[src/rtl/dff_capture_arbiter.sv]
// Round-robin arbiter sharing one WIDTH-bit capture register between NREQ requesters.
// The winner holds the grant for HOLD cycles; its data is captured at the end of the hold.
module dff_capture_arbiter #(
    parameter int unsigned NREQ  = 4,
    parameter int unsigned WIDTH = 8,
    parameter int unsigned HOLD  = 2
) (
    input  logic                    clk,
    input  logic                    rst,
    input  logic                    en_i,
    input  logic [NREQ-1:0]         req_i,
    input  logic [NREQ*WIDTH-1:0]   data_i,
    output logic [NREQ-1:0]         gnt_o,
    output logic [WIDTH-1:0]        q_o,
    output logic [$clog2(NREQ)-1:0] q_src_o,
    output logic                    q_valid_o,
    output logic                    busy_o
);

    localparam int unsigned IDX_W = (NREQ > 1) ? $clog2(NREQ) : 1;
    localparam int unsigned CNT_W = (HOLD > 1) ? $clog2(HOLD) : 1;

    localparam logic [0:0] ST_IDLE = 1'b0;
    localparam logic [0:0] ST_HOLD = 1'b1;

    logic [0:0]       state_q, state_d;
    logic [CNT_W-1:0] cnt_q, cnt_d;
    logic [IDX_W-1:0] win_q, win_d;
    logic [IDX_W-1:0] ptr_q, ptr_d;
    logic [NREQ-1:0]  gnt_q, gnt_d;
    logic [WIDTH-1:0] cap_q, cap_d;
    logic [IDX_W-1:0] src_q, src_d;
    logic             valid_q, valid_d;
    logic             busy_q, busy_d;

    logic [WIDTH-1:0] data_arr [NREQ];
    logic             found_c;
    logic [IDX_W-1:0] pick_c;

    for (genvar g = 0; g < NREQ; g++) begin : g_unpack
        assign data_arr[g] = data_i[g*WIDTH +: WIDTH];
    end

    // Rotating priority: first set request scanning upward from ptr+1.
    always_comb begin
        int unsigned k;
        k       = 0;
        found_c = 1'b0;
        pick_c  = '0;
        for (int unsigned i = 1; i <= NREQ; i++) begin
            k = (32'(ptr_q) + i) % NREQ;
            if (!found_c && req_i[IDX_W'(k)]) begin
                found_c = 1'b1;
                pick_c  = IDX_W'(k);
            end
        end
    end

    always_comb begin
        state_d = state_q;
        cnt_d   = cnt_q;
        win_d   = win_q;
        ptr_d   = ptr_q;
        gnt_d   = gnt_q;
        cap_d   = cap_q;
        src_d   = src_q;
        valid_d = 1'b0;
        case (state_q)
            ST_IDLE: begin
                gnt_d = '0;
                if (en_i && found_c) begin
                    win_d         = pick_c;
                    gnt_d[pick_c] = 1'b1;
                    cnt_d         = CNT_W'(HOLD - 1);
                    state_d       = ST_HOLD;
                end
            end
            ST_HOLD: begin
                // Enable low freezes the hold entirely, including abort detection.
                if (en_i) begin
                    if (!req_i[win_q]) begin
                        gnt_d   = '0;
                        state_d = ST_IDLE;
                    end else if (cnt_q != '0) begin
                        cnt_d = cnt_q - CNT_W'(1);
                    end else begin
                        cap_d   = data_arr[win_q];
                        src_d   = win_q;
                        ptr_d   = win_q;
                        valid_d = 1'b1;
                        gnt_d   = '0;
                        state_d = ST_IDLE;
                    end
                end
            end
            default: begin
                gnt_d   = '0;
                state_d = ST_IDLE;
            end
        endcase
        busy_d = (state_d == ST_HOLD);
    end

    always_ff @(posedge clk or posedge rst) begin
        if (rst) begin
            state_q <= ST_IDLE;
            cnt_q   <= '0;
            win_q   <= '0;
            ptr_q   <= IDX_W'(NREQ - 1);
            gnt_q   <= '0;
            cap_q   <= '0;
            src_q   <= '0;
            valid_q <= 1'b0;
            busy_q  <= 1'b0;
        end else begin
            state_q <= state_d;
            cnt_q   <= cnt_d;
            win_q   <= win_d;
            ptr_q   <= ptr_d;
            gnt_q   <= gnt_d;
            cap_q   <= cap_d;
            src_q   <= src_d;
            valid_q <= valid_d;
            busy_q  <= busy_d;
        end
    end

    assign gnt_o     = gnt_q;
    assign q_o       = cap_q;
    assign q_src_o   = src_q;
    assign q_valid_o = valid_q;
    assign busy_o    = busy_q;

endmodule

[config.mk]
export PLATFORM = sky130hd
export DESIGN_NAME = dff_capture_arbiter
export DESIGN_NICKNAME = d
export VERILOG_FILES = /design/src/rtl/dff_capture_arbiter.sv
export SDC_FILE = /design/constraint.sdc
export NUM_CORES = 1
export LEC_CHECK = 0
export ABC_AREA = 1
export BUFFER_PORTS_ARGS = -buffer_cell sky130_fd_sc_hd__buf_4
export CORE_ASPECT_RATIO = 1.2
export CORE_MARGIN = 3
export CORE_UTILIZATION = 52
export DETAILED_ROUTE_END_ITERATION = 12
export PLACE_DENSITY_LB_ADDON = 0.1
export SYNTH_ARGS = -nofsm -noshare
export SYNTH_HDL_FRONTEND = slang
export SYNTH_SLANG_ARGS = --single-unit
[constraint.sdc]
create_clock -name clk -period 2.6 [get_ports clk]
set_input_delay 0.65 -clock clk [delete_from_list [all_inputs] [get_ports clk]]
set_output_delay 0.65 -clock clk [all_outputs]
set_load 0.1 [all_outputs]
==> key figures, run 1 <==
GRT
  • Antenna violations before repair: 0
  • GR Overflow Total: 0
  • Wire length of the first global-routing pass: 5570 um
  • Largest net degree at the start of global routing: 23
  • Vias in the first global route: 1,350
  • GRT Overall Usage: 0.218

CTS
  • Worst-path clk slew: 120 ps
  • CTS tree: built
  • # resized after CTS: 0
  • Htree depth: 1
  • CTS buffer count: 3
  • Sink Count: 21
  • Hold buffer count at cts: 0
  • Clock latency on the worst-skew pair: 310 ps
  • CTS root buf: clkbuf_4
  • Clock Tree Buf Depth: 2
  • Postcts setup bufs: 0

Floorplan
  • I/O pin total: 55
  • Die W: 53.9 um
  • Core footprint: 2580 um2
  • Die area: 3420 um2
  • Initial Util: 0.555
  • Num rows: 20
  • Die Height: 63.5 um

Placement
  • Gpl congestion: 0.717
  • Post-placement cell count: 278
  • Number of port buffers: 54
  • Dpl hpwl: 2570 um
  • Worst-case setup slack after placement: 566 ps

Logic synthesis
  • Top cell type's share of synthesized area: 0.332
  • Top cells by count, synth: nand2_1 (52), nor2_1 (38), dfrtp_1 (19), inv_1 (14), o21ai_0 (14)
  • Yosys reg bits: 21
  • Seq/Total Area, Yosys: 0.369
  • Most common cell in the netlist: nand2_1
  • Number of distinct library cells after synthesis: 28
  • Avg Cell Area, Syn: 7.22 um2
  • EDFF count, synth: 0
  • Post-synthesis instance total: 198
  • Async SR Flop Fraction: 1.00
  • Mapped cell area: 1430 um2
  • Mapped Nets: 237
  • Yosys warning count: 0
  • Yosys top cell by area: dfrtp_1
  • Prevailing post-synth register cell: dfrtp_1
  • Largest cells by area after synthesis: dfrtp_1 (33%), nand2_1 (14%), nor2_1 (10%)

Routing
  • Drt wl/cell: 11.4 um
  • Drt pass-1 iters: 4
  • DR iter-0 viols: 28
  • Via Count: 1,420
  • Post-route DRC: 0
  • DRT Wirelength: 3210 um
  • Antenna Nets Post-Route: 0
  • Via density per instance: 5.04

Worst setup path
  • Crit path max-delay family: simple AND/OR/NAND/NOR gates
  • Worst Setup Start Kind: flip-flop
  • Critical path cell sequence: inv_2 -> nand2_1 -> nand3_1 -> nand2_2 -> nor2_4 -> nand2_4 -> nor2_8 -> inv_1 -> nand2_1 -> nand2_1
  • WP buf/inv: 2
  • CP max stage delay: 630 ps
  • CP Max Fanout: 22
  • CP startpoint: win_q[0]
  • Crit Path Class: reg -> reg
  • Worst EP required: 2800 ps
  • Crit-path most repeated cell: nand2_1
  • Worst EP arrival: 2250 ps
  • CP max stage cell: dfrtp_1
  • Crit end category: flip-flop
  • Reg-to-reg critical path startpoint: win_q[0]

Cells and area
  • Area Growth Syn to Fin: 28.7%
  • Share of layout cells above drive strength 1: 0.365
  • Layout Cells excl Fill: 282
  • Final Net Count: 289
  • Fillers: 231
  • N_diodes: 0

STA
  • Fin crit period: 2040 ps
  • Final worst slack: 558 ps
  • Worst Skew: 5.75 ps
  • Number of failing hold endpoints at the final stage: 0
  • Slew HR: 0.483
  • Max Freq: 490 MHz
  • Period utilization: 0.786
  • Worst Max-Slew Pin Slew: 774 ps
  • RSZ-0062 raised after global routing: false
  • Fin Setup TNS: 0 ps
  • Slew Limit Fails: 0
  • Final setup fails: 0

Min path
  • Hold Path Class: in -> async

Status
  • Outcome: finished clean

Flow run
  • Max-cap viol count: 0
-- state kept, by name, indices dropped and copies added, names as in the netlist --
signal,count
busy_o,1
cnt_q,1
gnt_o,4
ptr_q,2
q_o,8
q_src_o,2
q_valid_o,1
win_q,2
-- per-stage QoR --
step                      utilization  area (um2)  hold slack, ps
after floorplan                     -        1430             526
after global placement          0.703        1810             465
after detailed placement        0.703        1810             468
after CTS                       0.714        1840             494
after global routing            0.714        1840             515
final                           0.714        1840             470
-- cell families (layout without fill, tap and decap cells) --
| group | Yosys count | in the layout | share of synthesized area |
|---|---|---|---|
| compound gates | 34 | 34 | 0.165 |
| buf+inv | 26 | 77 | 0.0962 |
| flops | 21 | 21 | 0.369 |
| simple gates | 117 | 117 | 0.369 |
-- worst paths after layout --
kind                                   end  slack (ps)  cells after the start
worst max-delay path            q_src_o[0]         560                     10
worst min-delay path              gnt_o[0]         470                      2
worst max register to register  q_src_o[0]         560                     10
worst min register to register    gnt_o[1]         500                      2
max in group asynchronous           q_o[4]        1640                      2
min in group clk                  gnt_o[1]         500                      2
-- area by class of cell --
| type | count | area (um2) | share of cell area |
|---|---|---|---|
| inverters | 19 | 73.8 | 0.0401 |
| multi-input cells | 151 | 764 | 0.415 |
| flip-flops and latches | 21 | 528 | 0.287 |
| repair buffers | 54 | 405 | 0.220 |
| clock inverters | 1 | 5.00 | 0.00272 |
| clock buffers | 3 | 22.5 | 0.0122 |
| well taps | 33 | 41.3 | 0.0224 |
-- routing by layer --
metal  track usage  part of all wire  vias up  wire length (um)
li1              -                 -      731                 -
met1         0.272              0.43      635              1370
met2         0.355              0.48       50              1550
met3        0.0473             0.079        4               254
met4        0.0863             0.012        0                39
met5             0                 0        -                 0
-- worst reg2reg max path: cells and delay by family, from the launching register on --
family | cells | cell delay (ps)
buffers and inverters | 2 | 440
DFF | 1 | 630
and+or+nand+nor | 8 | 870
-- placed cells by master, fill, tap and decap left out, drive strengths merged --
master	netlist	routed
nor2	48	48
dfrtp	19	19
clkinv	0	1
a31oi	8	8
clkbuf	1	3
dfstp	2	2
nand4	2	2
a21oi	3	3
nand3	10	10
o21bai	1	1
nand2	57	57
o21a	1	1
o21ai	21	21
inv	19	19
buf	6	54
Power of run 1 is not shown: default switching activity piles up to over one toggle a cycle in this logic, so the estimate is an artifact.
==> inputs of run 2 (changes only) <==
Settings changed: CORE_UTILIZATION 52 to 44.
Clock period 2.6 ns to 1.65 ns, I/O delays scaled along.
==> run 2 against run 1 <==
Net effect:
- sequential share of layout area shrank 2.3 points
- utilization shrank 6.3 points
- highest routed layer unchanged
- setup slack lost 540 ps
- routed wire length grew 9.2%
- largest cell class unchanged
- die area grew 16%
- via count grew 3.5%
==> key figures, run 2 (synthesis gave the netlist of run 1 again) <==
Status
  • Outcome: finished clean

Floorplan
  • Die area: 3970 um2 (+16%)
  • Die Height: 68.5 um (+7.9%)
  • Initial Util: 0.464 (-0.0910)
  • I/O pin total: 55 (unchanged)
  • Core footprint: 3080 um2 (+20%)
  • Num rows: 22 (+10%)
  • Die W: 58.0 um (+7.7%)

GRT
  • GRT Overall Usage: 0.172 (-0.0456)
  • Largest net degree at the start of global routing: 22 (-4.3%)
  • Vias in the first global route: 1,302 (-3.6%)
  • Wire length of the first global-routing pass: 5320 um (-4.5%)
  • GR Overflow Total: 0 (unchanged)
  • Antenna violations before repair: 0 (unchanged)

STA
  • Worst Skew: 25.8 ps (+20.0 ps)
  • Final setup fails: 0 (unchanged)
  • Number of failing hold endpoints at the final stage: 0 (unchanged)
  • Slew Limit Fails: 0 (unchanged)
  • RSZ-0062 raised after global routing: true
  • Period utilization: 0.988 (+0.203)
  • Fin crit period: 1630 ps (-412 ps)
  • Worst Max-Slew Pin Slew: 279 ps (-495 ps)
  • Final worst slack: 19.4 ps (-538 ps)
  • Slew HR: 0.813 (+0.330)
  • Max Freq: 613 MHz (+25%)

Placement
  • Worst-case setup slack after placement: -5.22 ps (-571 ps)
  • Gpl congestion: 0.920 (+28%)
  • Dpl hpwl: 2670 um (+3.8%)
  • Number of port buffers: 54 (unchanged)

Routing
  • Via Count: 1,469 (+3.5%)
  • Post-route DRC: 0 (unchanged)
  • DRT Wirelength: 3510 um (+9.2%)
  • DR iter-0 viols: 30 (+7.1%)
  • Drt pass-1 iters: 4 (unchanged)
  • Via density per instance: 4.93 (-2.1%)
  • Antenna Nets Post-Route: 0 (unchanged)
  • Drt wl/cell: 11.8 um (+3.4%)

Worst setup path
  • CP max stage cell: dfstp_2
  • CP Max Fanout: 6 (-73%)
  • R2R depth: 9 (-1)
  • Worst Setup Start Kind: flip-flop
  • Worst EP required: 1880 ps (-920 ps)
  • Worst EP arrival: 1860 ps (-390 ps)
  • CP max stage delay: 620 ps (about the same)
  • Crit Path Class: reg -> reg
  • Critical path cell sequence: buf_6 -> nand2_1 -> nand2_1 -> nor2_1 -> nor2_1 -> nand3_4 -> nand2_4 -> inv_2 -> o21a_1
  • Worst R2R Setup Slack: 20 ps (-540 ps)
  • Crit end category: flip-flop

CTS
  • CTS tree: built
  • CTS root buf: clkbuf_4
  • Clock Tree Buf Depth: 2 (unchanged)
  • Sink Count: 21 (unchanged)
  • Htree depth: 1 (unchanged)
  • CTS buffer count: 3 (unchanged)
  • Worst-path clk slew: 140 ps (+20 ps)
  • Clock latency on the worst-skew pair: 320 ps (about the same)
  • Hold buffer count at cts: 0 (unchanged)

Cells and area
  • Most common cell after layout, fill and taps aside: buf_4
  • Max reg flops: 8 (unchanged)
  • Highest-count cells in the layout ignoring fill and taps: buf_4 (66), nand2_1 (39), nor2_1 (38)
  • N_diodes: 0 (unchanged)
  • Share of layout cells above drive strength 1: 0.458 (+0.0926)
  • Area Growth Syn to Fin: 40.3%
  • Final Net Count: 302 (+4.5%)

Min path
  • Hold Path Class: in -> async

Flow run
  • Max-cap viol count: 0 (unchanged)
[run 2: cell count changes in the layout (fill, tap and decap cells not counted)]
cell / previous run / this run
buf_4: 54 / 66
nand3_2: 2 / 3
nand3_1: 8 / 6
dfrtp_1: 19 / 18
nor2_4: 1 / 2
nand2_4: 1 / 2
buf_6: 0 / 1
nand2_2: 4 / 16
nor2_2: 8 / 7
nand3_4: 0 / 1
dfrtp_2: 0 / 1
nand2_1: 52 / 39
[run 2: per-stage QoR]
stage / hold WS [ps] / instances / util / setup TNS (ps) / area [um2]
floorplan: 387 / 198 / - / 0 / 1430
global placement: 464 / 289 / 0.609 / 0 / 1880
detailed placement: 467 / 289 / 0.609 / -5.22 / 1880
CTS: 99.9 / 293 / 0.618 / 0 / 1910
global route: 120 / 298 / 0.651 / -362 / 2010
finish: 94.7 / 298 / 0.651 / 0 / 2010
[run 2: what timing repair did]
action                                  CTS  global route
endpoints found under the setup margin    0            11
buffers inserted                          0             5
gates resized for setup                   0            22
[run 2: final cells by class]
class	instances	area, um2
Multi-Input combinational cell	151	825
Timing Repair Buffer	67	507
Sequential cell	21	529
Clock inverter	1	5.00
Inverter	19	73.8
Tap cell	36	45.0
Clock buffer	3	22.5
Fill cell	290	1080
[run 2: final timing paths]
| path | from | endpoint |
|---|---|---|
| worst max-delay path | ptr_q[0] | win_q[0] |
| worst max register to register | ptr_q[0] | win_q[0] |
| worst min-delay path | rst | q_o[0] |
| min in group clk | en_i | cnt_q |
| worst min register to register | q_src_o[0] | q_src_o[0] |
| max in group asynchronous | rst | ptr_q[0] |
[run 2: critical path: cells and delay by family, from the launching register on]
kind	cells	cell delay [ps]
AO/OA/AOI/OAI	1	160
buffers and inverters	2	180
flip-flops	1	620
AND/OR/NAND/NOR	6	590
[run 2: metal layers]
layer  GRT usage  share of wire
met1       0.196           0.42
met2       0.322           0.50
met3      0.0321          0.062
met4      0.0580          0.017
met5           0              0
Power of run 2 is left out for the same reason.
